### config.mk
export PLATFORM = sky130hd
export DESIGN_NAME = decode
export DESIGN_NICKNAME = d
export VERILOG_FILES = /design/src/rtl/decode.sv
export SDC_FILE = /design/constraint.sdc
export NUM_CORES = 1
export LEC_CHECK = 0
export BUFFER_PORTS_ARGS = -buffer_cell sky130_fd_sc_hd__clkbuf_2
export CAP_MARGIN = 25
export CORE_AREA = 2 2 190 192
export CTS_CLUSTER_SIZE = 20
export DETAILED_ROUTE_END_ITERATION = 10
export DIE_AREA = 0 0 192 194
export PLACE_DENSITY = 0.75
export SLEW_MARGIN = 20
export SYNTH_ARGS = -nofsm -noshare
export SYNTH_HDL_FRONTEND = slang
export SYNTH_SLANG_ARGS = --single-unit
### constraint.sdc
create_clock -name clk -period 5.25 [get_ports clk]
set_input_delay 0.7875 -clock clk [delete_from_list [all_inputs] [get_ports clk]]
set_output_delay 0.7875 -clock clk [all_outputs]
set_load 0.02 [all_outputs]
### src/rtl/decode.sv
// Beta pipeline register-fetch/decode stage.
// Holds the IF/RF and RF/ALU registers, bypasses operands,
// resolves BEQ/BNE/JMP/illegal redirects and load-use stalls.
//
// Ports:
//   clk, rst_n            clock, async active-low reset
//   stall_in              global freeze, every stage register holds
//   pc_next, ir_next      PC+4 and instruction from fetch
//   ra_addr, rb_addr      register file read addresses
//   ra_data, rb_data      register file read data (async)
//   alu/mem/wb_rc,_wen    downstream destination and write enable
//   alu_is_load           ALU-stage instruction is LD/LDR
//   alu/mem/wb_result     bypass values
//   stall                 hold PC in fetch
//   zr                    bypassed Ra is zero
//   op_ill/jmp/beq/bne    redirect controls to fetch
//   br_addr, j_addr       branch and jump targets
//   pc_alu, ir_alu        RF/ALU register: PC+4 and instruction
//   a_alu, b_alu, d_alu   RF/ALU register: operands and store data
module decode #(
    parameter logic [31:0] RESET_PC = 32'h0000_0000
) (
    input  logic        clk,
    input  logic        rst_n,
    input  logic        stall_in,
    input  logic [31:0] pc_next,
    input  logic [31:0] ir_next,
    output logic [4:0]  ra_addr,
    output logic [4:0]  rb_addr,
    input  logic [31:0] ra_data,
    input  logic [31:0] rb_data,
    input  logic [4:0]  alu_rc,
    input  logic [4:0]  mem_rc,
    input  logic [4:0]  wb_rc,
    input  logic        alu_wen,
    input  logic        mem_wen,
    input  logic        wb_wen,
    input  logic        alu_is_load,
    input  logic [31:0] alu_result,
    input  logic [31:0] mem_result,
    input  logic [31:0] wb_result,
    output logic        stall,
    output logic        zr,
    output logic        op_ill,
    output logic        op_jmp,
    output logic        op_beq,
    output logic        op_bne,
    output logic [31:0] br_addr,
    output logic [31:0] j_addr,
    output logic [31:0] pc_alu,
    output logic [31:0] ir_alu,
    output logic [31:0] a_alu,
    output logic [31:0] b_alu,
    output logic [31:0] d_alu
);

    // ADD(R31,R31,R31)
    localparam logic [31:0] INST_NOP = 32'h83FF_F800;
    // BNE(R31,...,XP): ALU stage links XP and takes the trap
    localparam logic [31:0] INST_BNE_EXCEPT = 32'h7BDF_0000;

    localparam logic [5:0] OPC_LD  = 6'h18;
    localparam logic [5:0] OPC_ST  = 6'h19;
    localparam logic [5:0] OPC_JMP = 6'h1B;
    localparam logic [5:0] OPC_BEQ = 6'h1D;
    localparam logic [5:0] OPC_BNE = 6'h1E;
    localparam logic [5:0] OPC_LDR = 6'h1F;

    localparam logic [4:0] R31 = 5'd31;

    logic [31:0] pc_rf;
    logic [31:0] ir_rf;

    logic [5:0]  opc;
    logic [4:0]  rc;
    logic [4:0]  ra;
    logic [4:0]  rb;
    logic [15:0] lit;
    logic [31:0] lit_sext;

    assign opc      = ir_rf[31:26];
    assign rc       = ir_rf[25:21];
    assign ra       = ir_rf[20:16];
    assign rb       = ir_rf[15:11];
    assign lit      = ir_rf[15:0];
    assign lit_sext = {{16{lit[15]}}, lit};

    logic is_ld;
    logic is_st;
    logic is_jmp;
    logic is_beq;
    logic is_bne;
    logic is_ldr;
    logic is_imm;
    logic illegal;

    always_comb begin
        is_ld  = (opc == OPC_LD);
        is_st  = (opc == OPC_ST);
        is_jmp = (opc == OPC_JMP);
        is_beq = (opc == OPC_BEQ);
        is_bne = (opc == OPC_BNE);
        is_ldr = (opc == OPC_LDR);
        is_imm = (opc[5:4] == 2'b11);
    end

    // Upper half of the map is legal except every xx111 slot.
    always_comb begin
        illegal = 1'b1;
        case (opc)
            OPC_LD, OPC_ST, OPC_JMP,
            OPC_BEQ, OPC_BNE, OPC_LDR:
                illegal = 1'b0;
            default:
                illegal = !(opc[5] && (opc[2:0] != 3'b111));
        endcase
    end

    // ST reads its data register through port 2.
    assign ra_addr = ra;
    assign rb_addr = is_st ? rc : rb;

    function automatic logic [31:0] bypass(
        input logic [4:0]  addr,
        input logic [31:0] rf_val
    );
        logic [31:0] v;
        if (addr == R31) begin
            v = '0;
        end else if (alu_wen && (alu_rc == addr)) begin
            v = alu_result;
        end else if (mem_wen && (mem_rc == addr)) begin
            v = mem_result;
        end else if (wb_wen && (wb_rc == addr)) begin
            v = wb_result;
        end else begin
            v = rf_val;
        end
        return v;
    endfunction

    logic [31:0] ra_val;
    logic [31:0] rb_val;

    always_comb begin
        ra_val = bypass(ra_addr, ra_data);
        rb_val = bypass(rb_addr, rb_data);
    end

    assign zr      = (ra_val == '0);
    assign j_addr  = ra_val & ~32'h3;
    assign br_addr = pc_rf + {lit_sext[29:0], 2'b00};

    logic port1_used;
    logic port2_used;
    logic load_use;

    assign port1_used = !is_ldr;
    assign port2_used = (opc[5:4] == 2'b10) || is_st;

    // The loaded value only exists at MEM, so a consumer in RF
    // must wait one cycle and pick it up from the MEM bypass.
    always_comb begin
        load_use = 1'b0;
        if (alu_is_load && (alu_rc != R31)) begin
            load_use = (port1_used && (alu_rc == ra_addr))
                    || (port2_used && (alu_rc == rb_addr));
        end
    end

    assign stall = load_use | stall_in;

    assign op_jmp = !stall && is_jmp;
    assign op_beq = !stall && is_beq;
    assign op_bne = !stall && is_bne;
    assign op_ill = !stall && illegal;

    logic [31:0] a_next;
    logic [31:0] b_next;
    logic [31:0] d_next;

    always_comb begin
        a_next = is_ldr ? br_addr : ra_val;
        b_next = rb_val;
        if (is_imm || is_ld || is_st) begin
            b_next = lit_sext;
        end else if (is_ldr || is_jmp || is_beq || is_bne) begin
            b_next = '0;
        end
        d_next = is_st ? rb_val : '0;
    end

    // IF/RF: redirects still load, fetch has already squashed.
    always_ff @(posedge clk or negedge rst_n) begin
        if (!rst_n) begin
            pc_rf <= RESET_PC;
            ir_rf <= INST_NOP;
        end else if (!stall) begin
            pc_rf <= pc_next;
            ir_rf <= ir_next;
        end
    end

    // RF/ALU: bubbles and exceptions keep pc_rf so the
    // ALU stage can link the right PC+4.
    always_ff @(posedge clk or negedge rst_n) begin
        if (!rst_n) begin
            pc_alu <= RESET_PC;
            ir_alu <= INST_NOP;
            a_alu  <= '0;
            b_alu  <= '0;
            d_alu  <= '0;
        end else if (!stall_in) begin
            pc_alu <= pc_rf;
            if (load_use) begin
                ir_alu <= INST_NOP;
                a_alu  <= '0;
                b_alu  <= '0;
                d_alu  <= '0;
            end else if (illegal) begin
                ir_alu <= INST_BNE_EXCEPT;
                a_alu  <= '0;
                b_alu  <= '0;
                d_alu  <= '0;
            end else begin
                ir_alu <= ir_rf;
                a_alu  <= a_next;
                b_alu  <= b_next;
                d_alu  <= d_next;
            end
        end
    end

endmodule

Word-level counts from Yosys, hierarchy flattened

Cells that the tools add are included.

Flip-flop bits (word level): 224
Input bits: 246

$add $sub $neg: 1
Equality and inequality tests: 18
Mux-type cells: 23
Bitwise gates (word level): 1
Reduce and logical (&&, ||, !) cells: 26

Operators with widths:

| operator                                       | count |
|---|---|
| 2-to-1 mux 32 bit                              | 20 |
| == test 6 x 5 -> 1 bit (second input constant) | 6 |
| adder 32 bit                                   | 1 |
| logical NOT 32 bit                             | 1 |
| == test 5 bit                                  | 6 |
| logical AND 1 bit                              | 14 |
| == test 5 bit (second input constant)          | 2 |
| logical OR 1 bit                               | 7 |
| OR reduction 6 bit                             | 1 |
| 2-to-1 mux 5 bit                               | 1 |
| inequality test 5 bit (second input constant)  | 1 |
| == test 2 bit (second input constant)          | 2 |
| logical NOT 1 bit                              | 3 |
| inequality test 3 bit (second input constant)  | 1 |
| 2-to-1 mux 1 bit                               | 2 |
| bitwise OR 1 bit                               | 1 |

Depth between registers and ports, before layout

Gate-level depths: netlist of the first run.

Word-level depth: 12
Mapped depth: 13
Depth with buffers taken out: 12

Worst setup path after synthesis of the first run

OpenSTA, ideal clock, no wires.

Kind: in2out
From: input wb_rc[0]
To: output zr
Arrival: 4.034 ns
Slack: 0.428 ns
Stages: 11
Buffers on the path: 2
Cell sequence: xnor2_1 nand4_1 nor3_1 buf_2 buf_2 mux2i_1 o21ai_0 a22oi_1 inv_1 or4_1 nor4_1

Longest elaborated chain between the ends: 7

RTL lines:

| item                 | RTL line | text |
|---|---|---|
| start, declared      | 34       | `input logic [4:0] wb_rc,` |
| == test 5 bit        | 134      | `end else if (wb_wen && (wb_rc == addr)) begin` |
| logical AND 1 bit    | 134      |  |
| 2-to-1 mux 32 bit    | 134      |  |
| 2-to-1 mux 32 bit    | 132      | `end else if (mem_wen && (mem_rc == addr)) begin` |
| 2-to-1 mux 32 bit    | 130      | `end else if (alu_wen && (alu_rc == addr)) begin` |
| 2-to-1 mux 32 bit    | 128      | `if (addr == R31) begin` |
| named net j_addr[28] | 49       | `output logic [31:0] j_addr,` |
| logical NOT 32 bit   | 150      | `assign zr = (ra_val == '0);` |
| end, declared        | 43       | `output logic zr,` |

The timed path passes the listed nets, and every way through them passes these cells.

Worst setup path after layout of the first run

From: register ir_rf[17]
To: output zr

Longest elaborated chain between the ends: 7
Elaborated cells between the ends (all ways): 12
Classes of those cells: eq/ne (4); mux (4); reduce/logical (4)

RTL lines:

| item                   | RTL line | text |
|---|---|---|
| start, declared        | 72       | `logic [31:0] ir_rf;` |
| start signal, assigned | 200      | `ir_rf <= ir_next;` |
| == test 5 bit          | 134      |  |
| logical AND 1 bit      | 134      |  |
| 2-to-1 mux 32 bit      | 134      |  |
| 2-to-1 mux 32 bit      | 132      |  |
| 2-to-1 mux 32 bit      | 130      |  |
| 2-to-1 mux 32 bit *    | 128      |  |
| logical NOT 32 bit *   | 150      |  |

Mark *: on every way between the ends. The rest lies on a longest branch, timed or not.

==> flow_metrics.tcl, run 1 <==
set metrics [dict create \
    outcome "complete, no violations" \
    clockPowerShare 0.314 \
    critical-path-max-stage-delay_ps 650 \
    worst_path_dominant_cell_family "simple AND/OR/NAND/NOR gates" \
    htreeDepth 1 \
    syn_inst 1379 \
    clockBufferDepth 3 \
    syn_area_mm2 0.0130 \
    design.core.area_mm2 0.0352 \
    slew_headroom 0.324 \
    ys_seq_elements 224 \
    final_common_cell "clkbuf_2" \
    cp_cell_sequence "xnor2_1 > nand4_1 > nor3_4 > buf_12 > mux2i_1 > o21ai_0 > a22o_1 > or4b_1 > or4_1 > nor4_2 > clkbuf_2" \
    total_power_w 0.00638 \
    hold_slack_ps 276 \
    cp_num_buf_inv 2 \
    tightest_slew_ps 1010 \
    clk_pin_slew_ps 60 \
    die_w_um 192 \
    grt_max_degree 120 \
    drive_gt1_frac 0.379 \
    cts.sinks 224 \
    ys_warn_count 0 \
    die_area_mm2 0.0372 \
    grt_pass1_vias 12900 \
    period_minus_slack_ps 5040 \
    slowest_stage "dfstp_2" \
    syn_to_final_growth_pct 28.6 \
    seqPwrFrac 0.345 \
    initial_utilization 0.370 \
    io_buffers 483 \
    drtPass1Iterations 5 \
    crit_path_max_fanout 32 \
    layout_common_cells "clkbuf_2 (481), dfrtp_1 (192), nand2_1 (155)" \
    p_sw_w 0.00241 \
    tritoncts "yes" \
    hold_buffers 0 \
    cts_made_buffers 26 \
    worst_slack_ps 208 \
    viasPerCell 5.73 \
    pre_cts_ws_ps 291 \
    antenna_found_initial 6 \
    drt_wl_total_um 55200 \
    arrival_ps 4250 \
    synth_edf_count 0 \
    setup_viol 0 \
    min_period_over_period 0.960 \
    p_int_w 0.00397 \
    hold_viol_final 0 \
    insertion_delay_ps 560 \
    root_buffer "clkbuf_16" \
    drtAntennaViolNets 0 \
    gp_congestion 0.948 \
    grt_pass1_wl_um 80100 \
    avgSynthCellArea_um2 9.46 \
    fmax_ghz 0.198 \
    wl_per_cell_um 24.1 \
    async_flop_share 1.00 \
    start_kind "register" \
    overflow 0 \
    ioPinCount 486 \
    slew_violations 0 \
    p_sw_frac 0.377 \
    nets 2080 \
    power.density_mw_per_mm2 380 \
    fin_skew_ps 19.1 \
    peakVddDrop_mv 0.251 \
    track_usage 0.284 \
    worstPathRequired_ps 4460 \
    power.combinational.fraction 0.341 \
    hold_class "input pin to asynchronous set/reset pin" \
    fp.dieH_um 194 \
    path_class "register to output pin" \
    rows 69 \
    yosysSeqAreaShare 0.433 \
    drcViolationCount 0 \
    endpoint_kind "output pin" \
    drv_cap 0 \
    drt_iter0_drc 1043 \
    yosysUniqueCellTypes 75 \
    p_leak_nw 7.92 \
    ys.flop_type "dfrtp_1" \
    rsz0062_at_grt "no" \
    dp_hpwl_um 42400 \
    finalSetupTns_ps 0 \
    vias 13100 \
]
-- state kept, by name (all words and copies together), names as in the netlist --
register	count
a_alu	32
b_alu	32
d_alu	32
ir_alu	32
ir_rf	32
pc_alu	32
pc_rf	32
-- repair_timing --
action                                  CTS  global route
resized for setup                         0             5
endpoints found under the setup margin    0             2
buffers inserted                          0             0
-- synth_stat cells (all sizes together), types with 4 or more instances --
master   instances  share of area
a2111oi         34          0.023
a21o            10         0.0058
a21oi           72          0.028
a22o            17          0.011
a22oi           44          0.025
a31o             6         0.0040
a31oi           35          0.017
a32o             7         0.0054
and3             5         0.0024
buf             45          0.020
clkbuf          64          0.019
dfrtp          192           0.37
dfstp           32          0.064
ha              29          0.028
inv             53          0.015
mux2            89          0.077
mux2i           65          0.050
nand2          156          0.045
nand2b           4         0.0019
nand3           17         0.0065
nand4           13         0.0062
nor2            96          0.028
nor2b           12         0.0058
nor3            10         0.0038
nor4             6         0.0029
o211ai          21          0.012
o21ai          140          0.054
or4              6         0.0037
xnor2           29          0.019
xor2            21          0.014
-- area by class of cell --
class	count	area, µm²
timing repair buffer	505	2630
clock inverter	10	194
sequential	224	5650
fill	3390	18400
inverter	53	199
clock buffer	38	746
tap	461	577
multi-input combinational	994	6780
antenna	4	10.0
-- cells by family after synthesis --
| kind of cell | after synthesis | share of synthesized area |
|---|---|---|
| adder cells (fa/ha/maj) | 30 | 0.0293 |
| flip-flops | 224 | 0.433 |
| AND/OR/NAND/NOR | 341 | 0.117 |
| multiplexers | 154 | 0.127 |
| buffers and inverters | 162 | 0.0538 |
| XOR/XNOR | 50 | 0.0336 |
| AO/OA/AOI/OAI | 417 | 0.206 |
| other | 1 | 0.000287 |
-- power groups by stage --
| stage | logic [W] | registers (W) | clock network (W) |
|---|---|---|---|
| global route | 0.00232 | 0.00222 | 0.00211 |
| global placement | 0.00212 | 0.00221 | 0 |
| CTS | 0.00216 | 0.00219 | 0.00203 |
| finish | 0.00218 | 0.00220 | 0.00200 |
| floorplan | 0.00113 | 0.00235 | 0 |
| detailed placement | 0.00215 | 0.00222 | 0 |
-- through the flow --
stage                     utilization  area, µm²  instances
final                           0.476      16800       2289
after floorplan                     -      13100       1380
after CTS                       0.476      16800       2285
after detailed placement        0.449      15800       2237
after global routing            0.476      16800       2288
after global placement          0.449      15800       2236
-- per-layer routing --
layer,share of wire,GRT usage,vias up
li1,-,-,5850
met1,0.41,0.376,6389
met2,0.46,0.456,760
met3,0.095,0.0588,113
met4,0.035,0.105,2
met5,0.00024,0,-
-- worst register-to-register path, cell delays in order (launching register included) --
cell     delay, ps
dfrtp_1        540
nor3b_2        380
nand2_1        230
a21oi_2        390
xnor2_1        280
o41ai_2        200
a21oi_4        190
inv_2          240
nor2_4         780
nand3_1        780
o21ai_0        410
-- path summary, 6_finish.rpt --
check	from	endpoint	slack [ps]	depth (start not counted)
setup reg to reg	ir_rf[27]	b_alu[13]	750	10
min in group clk	ir_next[14]	ir_rf[14]	430	3
setup / recovery	ir_rf[17]	zr	210	11
hold reg to reg	ir_alu[18]	ir_alu[18]	460	2
hold / removal	rst_n	pc_alu[12]	280	1
max in group asynchronous	rst_n	d_alu[14]	3670	2
(Power assumes the default switching activity.)
==> run 2: changes to the inputs <==
--- a/config.mk
+++ b/config.mk
@@ -7,11 +7,11 @@
 export LEC_CHECK = 0
 export BUFFER_PORTS_ARGS = -buffer_cell sky130_fd_sc_hd__clkbuf_2
 export CAP_MARGIN = 25
-export CORE_AREA = 2 2 190 192
+export CORE_AREA = 2 2 191 193
 export CTS_CLUSTER_SIZE = 20
 export DETAILED_ROUTE_END_ITERATION = 10
-export DIE_AREA = 0 0 192 194
-export PLACE_DENSITY = 0.75
+export DIE_AREA = 0 0 193 195
+export PLACE_DENSITY = 0.74
 export SLEW_MARGIN = 20
 export SYNTH_ARGS = -nofsm -noshare
 export SYNTH_HDL_FRONTEND = slang
==> run 2 against run 1 <==
Effect of this change:
- final cell count increased by 0.96%
- design area increased by 0.78%
- worst setup slack got worse by 88 ps
- clock power decreased by 7%
- die area increased by 1.0%
- combinational power about the same
- via count increased by 1.4%
- global-route usage decreased by 0.44 points
- count of clock-buffer cells in the layout increased by 2
- first-iteration DRC count decreased by 0.38%
==> flow_metrics.tcl, run 2 (synthesis results as in run 1) <==
set metrics [dict create \
    outcome "complete, no violations" \
    rsz0062_at_grt "no" \
    fmax_ghz 0.195 \
    layout_common_cells "clkbuf_2 (481), dfrtp_1 (192), nand2_1 (155)" \
    drtAntennaViolNets 0 \
    finalSetupTns_ps 0 \
    io_buffers 483 \
    worstPathRequired_ps 4460 \
    grt_pass1_wl_um 79400 \
    hold_buffers 0 \
    drtPass1Iterations 5 \
    p_sw_frac 0.382 \
    p_sw_w 0.00239 \
    reg2reg_depth 10 \
    insertion_delay_ps 560 \
    gp_congestion 0.980 \
    design.core.area_mm2 0.0354 \
    endpoint_kind "output pin" \
    ioPinCount 486 \
    overflow 0 \
    vias 13300 \
    crit_path_max_fanout 7 \
    grt_max_degree 123 \
    initial_utilization 0.369 \
    r2r-end "b_alu[4]" \
    dp_hpwl_um 43100 \
    tightest_slew_ps 1030 \
    drt_iter0_drc 1039 \
    slew_violations 0 \
    grt_pass1_vias 12900 \
    root_buffer "clkbuf_16" \
    die_w_um 193 \
    hold_class "input pin to asynchronous set/reset pin" \
    min_period_over_period 0.977 \
    rr_startpoint "ir_rf[27]" \
    seqPwrFrac 0.351 \
    cts_made_buffers 26 \
    clockBufferDepth 3 \
    drt_wl_total_um 55300 \
    tritoncts "yes" \
    cts.sinks 224 \
    peakVddDrop_mv 0.236 \
    antenna_found_initial 9 \
    htreeDepth 1 \
    power.density_mw_per_mm2 371 \
    setup_viol 0 \
    p_leak_nw 7.99 \
    rows 69 \
    fp.dieH_um 195 \
    drv_cap 0 \
    fin_area_mm2 0.0169 \
    nFillCells 3354 \
    fin_cells 2311 \
    viasPerCell 5.76 \
    drive_gt1_frac 0.385 \
    period_minus_slack_ps 5130 \
    p_int_w 0.00388 \
    clk_pin_slew_ps 60 \
    arrival_ps 4340 \
    fin_skew_ps 26.2 \
    die_area_mm2 0.0376 \
    placedCellCount 2253 \
    r2r_slack_ps 800 \
    track_usage 0.280 \
    hold_viol_final 0 \
    slew_headroom 0.309 \
    power.combinational.fraction 0.351 \
    drcViolationCount 0 \
    wl_per_cell_um 23.9 \
    clockPowerShare 0.298 \
    path_class "register to output pin" \
    final_common_cell "clkbuf_2" \
    syn_to_final_growth_pct 29.6 \
    start_kind "register" \
    nets 2099 \
    place_area_mm2 0.0159 \
]
-- run 2: cell types whose count changed in the layout (fill, tap and decap cells not counted), moves of 2 or more --
cell and change:
diode_2 +5, bufinv_16 -3, buf_4 +16, buf_12 +2
clkbuf_8 +3
-- run 2: metrics by stage --
| stage | utilization | setup WS (ps) | hold slack [ps] | total power (W) |
|---|---|---|---|---|
| floorplan | - | 428 | 457 | 0.00348 |
| global placement | 0.450 | 361 | 449 | 0.00435 |
| detailed placement | 0.450 | 329 | 459 | 0.00439 |
| CTS | 0.475 | 87.9 | 284 | 0.00628 |
| global route | 0.478 | 33.2 | 297 | 0.00652 |
| finish | 0.478 | 120 | 221 | 0.00627 |
-- run 2: how the worst max path moves through the flow --
stage                          from     endpoint  slack, ps  depth (start not counted)
after floorplan            wb_rc[0]           zr        430                         11
after global placement    mem_rc[2]           zr        360                         11
after detailed placement  mem_rc[2]           zr        330                         11
after CTS                 ir_rf[18]           zr         90                         10
after global routing       ir_rf[7]  br_addr[20]         30                          9
final                      ir_rf[7]  br_addr[20]        120                          9
-- run 2: final cells by class --
class | instances | area [µm²] | area share
sequential | 224 | 5650 | 0.334
multi-input combinational | 994 | 6770 | 0.401
inverter | 53 | 199 | 0.0118
tap | 461 | 577 | 0.0341
antenna | 9 | 22.5 | 0.00133
clock inverter | 6 | 98.8 | 0.00584
clock buffer | 40 | 783 | 0.0463
timing repair buffer | 524 | 2810 | 0.166
-- run 2: critical path: stages (launching register included) --
cell and delay [ps]:
dfrtp_1 440, ha_1 410, a2111oi_0 780, a21oi_1 340, or2_2 440, o21ai_0 250
a21oi_1 130, o41ai_1 410, xnor2_1 310, clkbuf_2 260
-- run 2: metal layers --
layer	part of all wire	track usage
met5	0	0
met2	0.46	0.448
met4	0.043	0.126
met3	0.10	0.0661
met1	0.40	0.357
-- run 2: power by group through the flow --
stage	registers, W	logic (W)	clock network (W)
global placement	0.00221	0.00214	0
detailed placement	0.00222	0.00217	0
floorplan	0.00235	0.00113	0
finish	0.00220	0.00220	0.00187
global route	0.00222	0.00234	0.00196
CTS	0.00220	0.00218	0.00190
-- run 2: timing repair --
action / in CTS / in global routing
endpoints found under the setup margin: 0 / 1
gates resized for setup: 0 / 2
buffers inserted: 0 / 1
==> run 3: changes to the inputs <==
--- a/config.mk
+++ b/config.mk
@@ -12,6 +12,7 @@
 export DETAILED_ROUTE_END_ITERATION = 10
 export DIE_AREA = 0 0 193 195
 export PLACE_DENSITY = 0.74
+export REMOVE_ABC_BUFFERS = 1
 export SLEW_MARGIN = 20
 export SYNTH_ARGS = -nofsm -noshare
 export SYNTH_HDL_FRONTEND = slang
==> run 3 against run 2 <==
Effect of this change:
- combinational power about the same
- non-clock buffer count down 7
- critical path depth up 3
- worst setup slack worse by 4.7 ps
- count of clock-buffer cells in the layout down 4
- utilization about the same
- clock power about the same
- final cell count down 0.52%
- global-route usage up 2.1 points
- critical path type unchanged
- critical endpoint is now zr
- largest cell class unchanged
- highest routed layer unchanged
==> flow_metrics.tcl, run 3 (synthesis results as in run 1) <==
set metrics [dict create \
    outcome "complete, no violations" \
    drt_wl_total_um 58600 \
    start_kind "register" \
    grt_pass1_wl_um 83700 \
    path_class "register to output pin" \
    drtPass1Iterations 6 \
    drt_iter0_drc 1169 \
    rows 69 \
    htreeDepth 1 \
    overflow 0 \
    drtAntennaViolNets 0 \
    r2r_slack_ps 480 \
    die_area_mm2 0.0376 \
    syn_to_final_growth_pct 29.6 \
    cp_cell_sequence "xnor2_1 > nand4_1 > nor3_4 > buf_6 > mux2i_1 > o21ai_0 > a22o_1 > or4b_1 > or4_1 > nor4_4 > buf_4 > clkbuf_2" \
    post-route-util 0.478 \
    critical-path-max-stage-delay_ps 630 \
    period_minus_slack_ps 5130 \
    cts_made_buffers 26 \
    finalSetupTns_ps 0 \
    design.core.area_mm2 0.0354 \
    drcViolationCount 0 \
    fin_skew_ps 9.71 \
    insertion_delay_ps 550 \
    clk_pin_slew_ps 60 \
    antenna_found_initial 4 \
    root_buffer "clkbuf_16" \
    slowest_stage "dfstp_2" \
    setup_viol 0 \
    drv_cap 0 \
    dp_hpwl_um 44000 \
    fp.dieH_um 195 \
    io_buffers 483 \
    layout_common_cells "clkbuf_2 (481), dfrtp_1 (192), nand2_1 (155)" \
    track_usage 0.300 \
    fin_cells 2299 \
    min_period_over_period 0.978 \
    slew_headroom 0.299 \
    hold_viol_final 0 \
    placedCellCount 2243 \
    vias 13300 \
    total_power_w 0.00629 \
    die_w_um 193 \
    power.density_mw_per_mm2 372 \
    fmax_ghz 0.195 \
    endpoint_kind "output pin" \
    initial_utilization 0.369 \
    drive_gt1_frac 0.385 \
    hold_buffers 0 \
    clockBufferDepth 3 \
    wl_per_cell_um 25.5 \
    viasPerCell 5.80 \
    peakVddDrop_mv 0.273 \
    worstPathRequired_ps 4460 \
    p_leak_nw 7.97 \
    final_common_cell "clkbuf_2" \
    crit_path_max_fanout 7 \
    hold_class "input pin to asynchronous set/reset pin" \
    ioPinCount 486 \
    grt_max_degree 124 \
    grt_pass1_vias 12900 \
    tightest_slew_ps 1050 \
    tritoncts "yes" \
    nets 2092 \
    slew_violations 0 \
    cts.sinks 224 \
    gp_congestion 0.972 \
    arrival_ps 4350 \
]
[run 3: per-stage QoR]
step / hold WS (ps) / area [µm²] / setup slack [ps]
floorplan: 457 / 12500 / -2190
global placement: 454 / 15900 / -414
detailed placement: 453 / 15900 / -411
CTS: 303 / 16800 / 26.3
global route: 313 / 16900 / -1.33
finish: 230 / 16900 / 116
[run 3: what timing repair did]
item	CTS	global route
resized for setup	3	8
pin swaps	1	2
endpoints found under the setup margin	1	2
cloned	0	1
setup buffers	0	3
[run 3: metal layers]
layer | GRT usage | up-vias | share of wire | wire length (µm)
li1 | - | 5903 | - | -
met1 | 0.390 | 6470 | 0.39 | 22900
met2 | 0.487 | 796 | 0.47 | 27400
met3 | 0.0530 | 158 | 0.091 | 5350
met4 | 0.137 | 0 | 0.051 | 2980
met5 | 0 | - | 0 | 0
[run 3: worst max-delay path: cells and delay by family (launching register included)]
| kind | cells | cell delay [ps] |
|---|---|---|
| XOR/XNOR | 1 | 140 |
| multiplexers | 1 | 190 |
| AO/OA/AOI/OAI | 2 | 300 |
| flip-flops | 1 | 630 |
| buffers and inverters | 3 | 560 |
| AND/OR/NAND/NOR | 5 | 1970 |
[run 3: worst paths after layout]
kind | from | end | depth (start not counted)
max reg2reg | ir_rf[27] | b_alu[7] | 10
max | ir_rf[16] | zr | 12
min reg2reg | ir_alu[25] | ir_alu[25] | 2
min in group clk | ir_alu[25] | ir_alu[25] | 2
min | rst_n | pc_rf[7] | 1
max in group asynchronous | rst_n | a_alu[11] | 2
[run 3: area by class of cell]
class	count	area, µm²
repair buffers	517	2780
inverters	53	199
clock inverters	10	135
clock buffers	36	729
fillers	3426	18500
diodes	4	10.0
well taps	461	577
multi-input cells	994	6830
flip-flops and latches	224	5650
[run 3: power by group]
part / switching (W) / leakage, nW / internal, W
logic: 0.00146 / 4.80 / 0.000774
registers: 0.000203 / 2.76 / 0.00198
clock network: 0.000753 / 0.410 / 0.00111
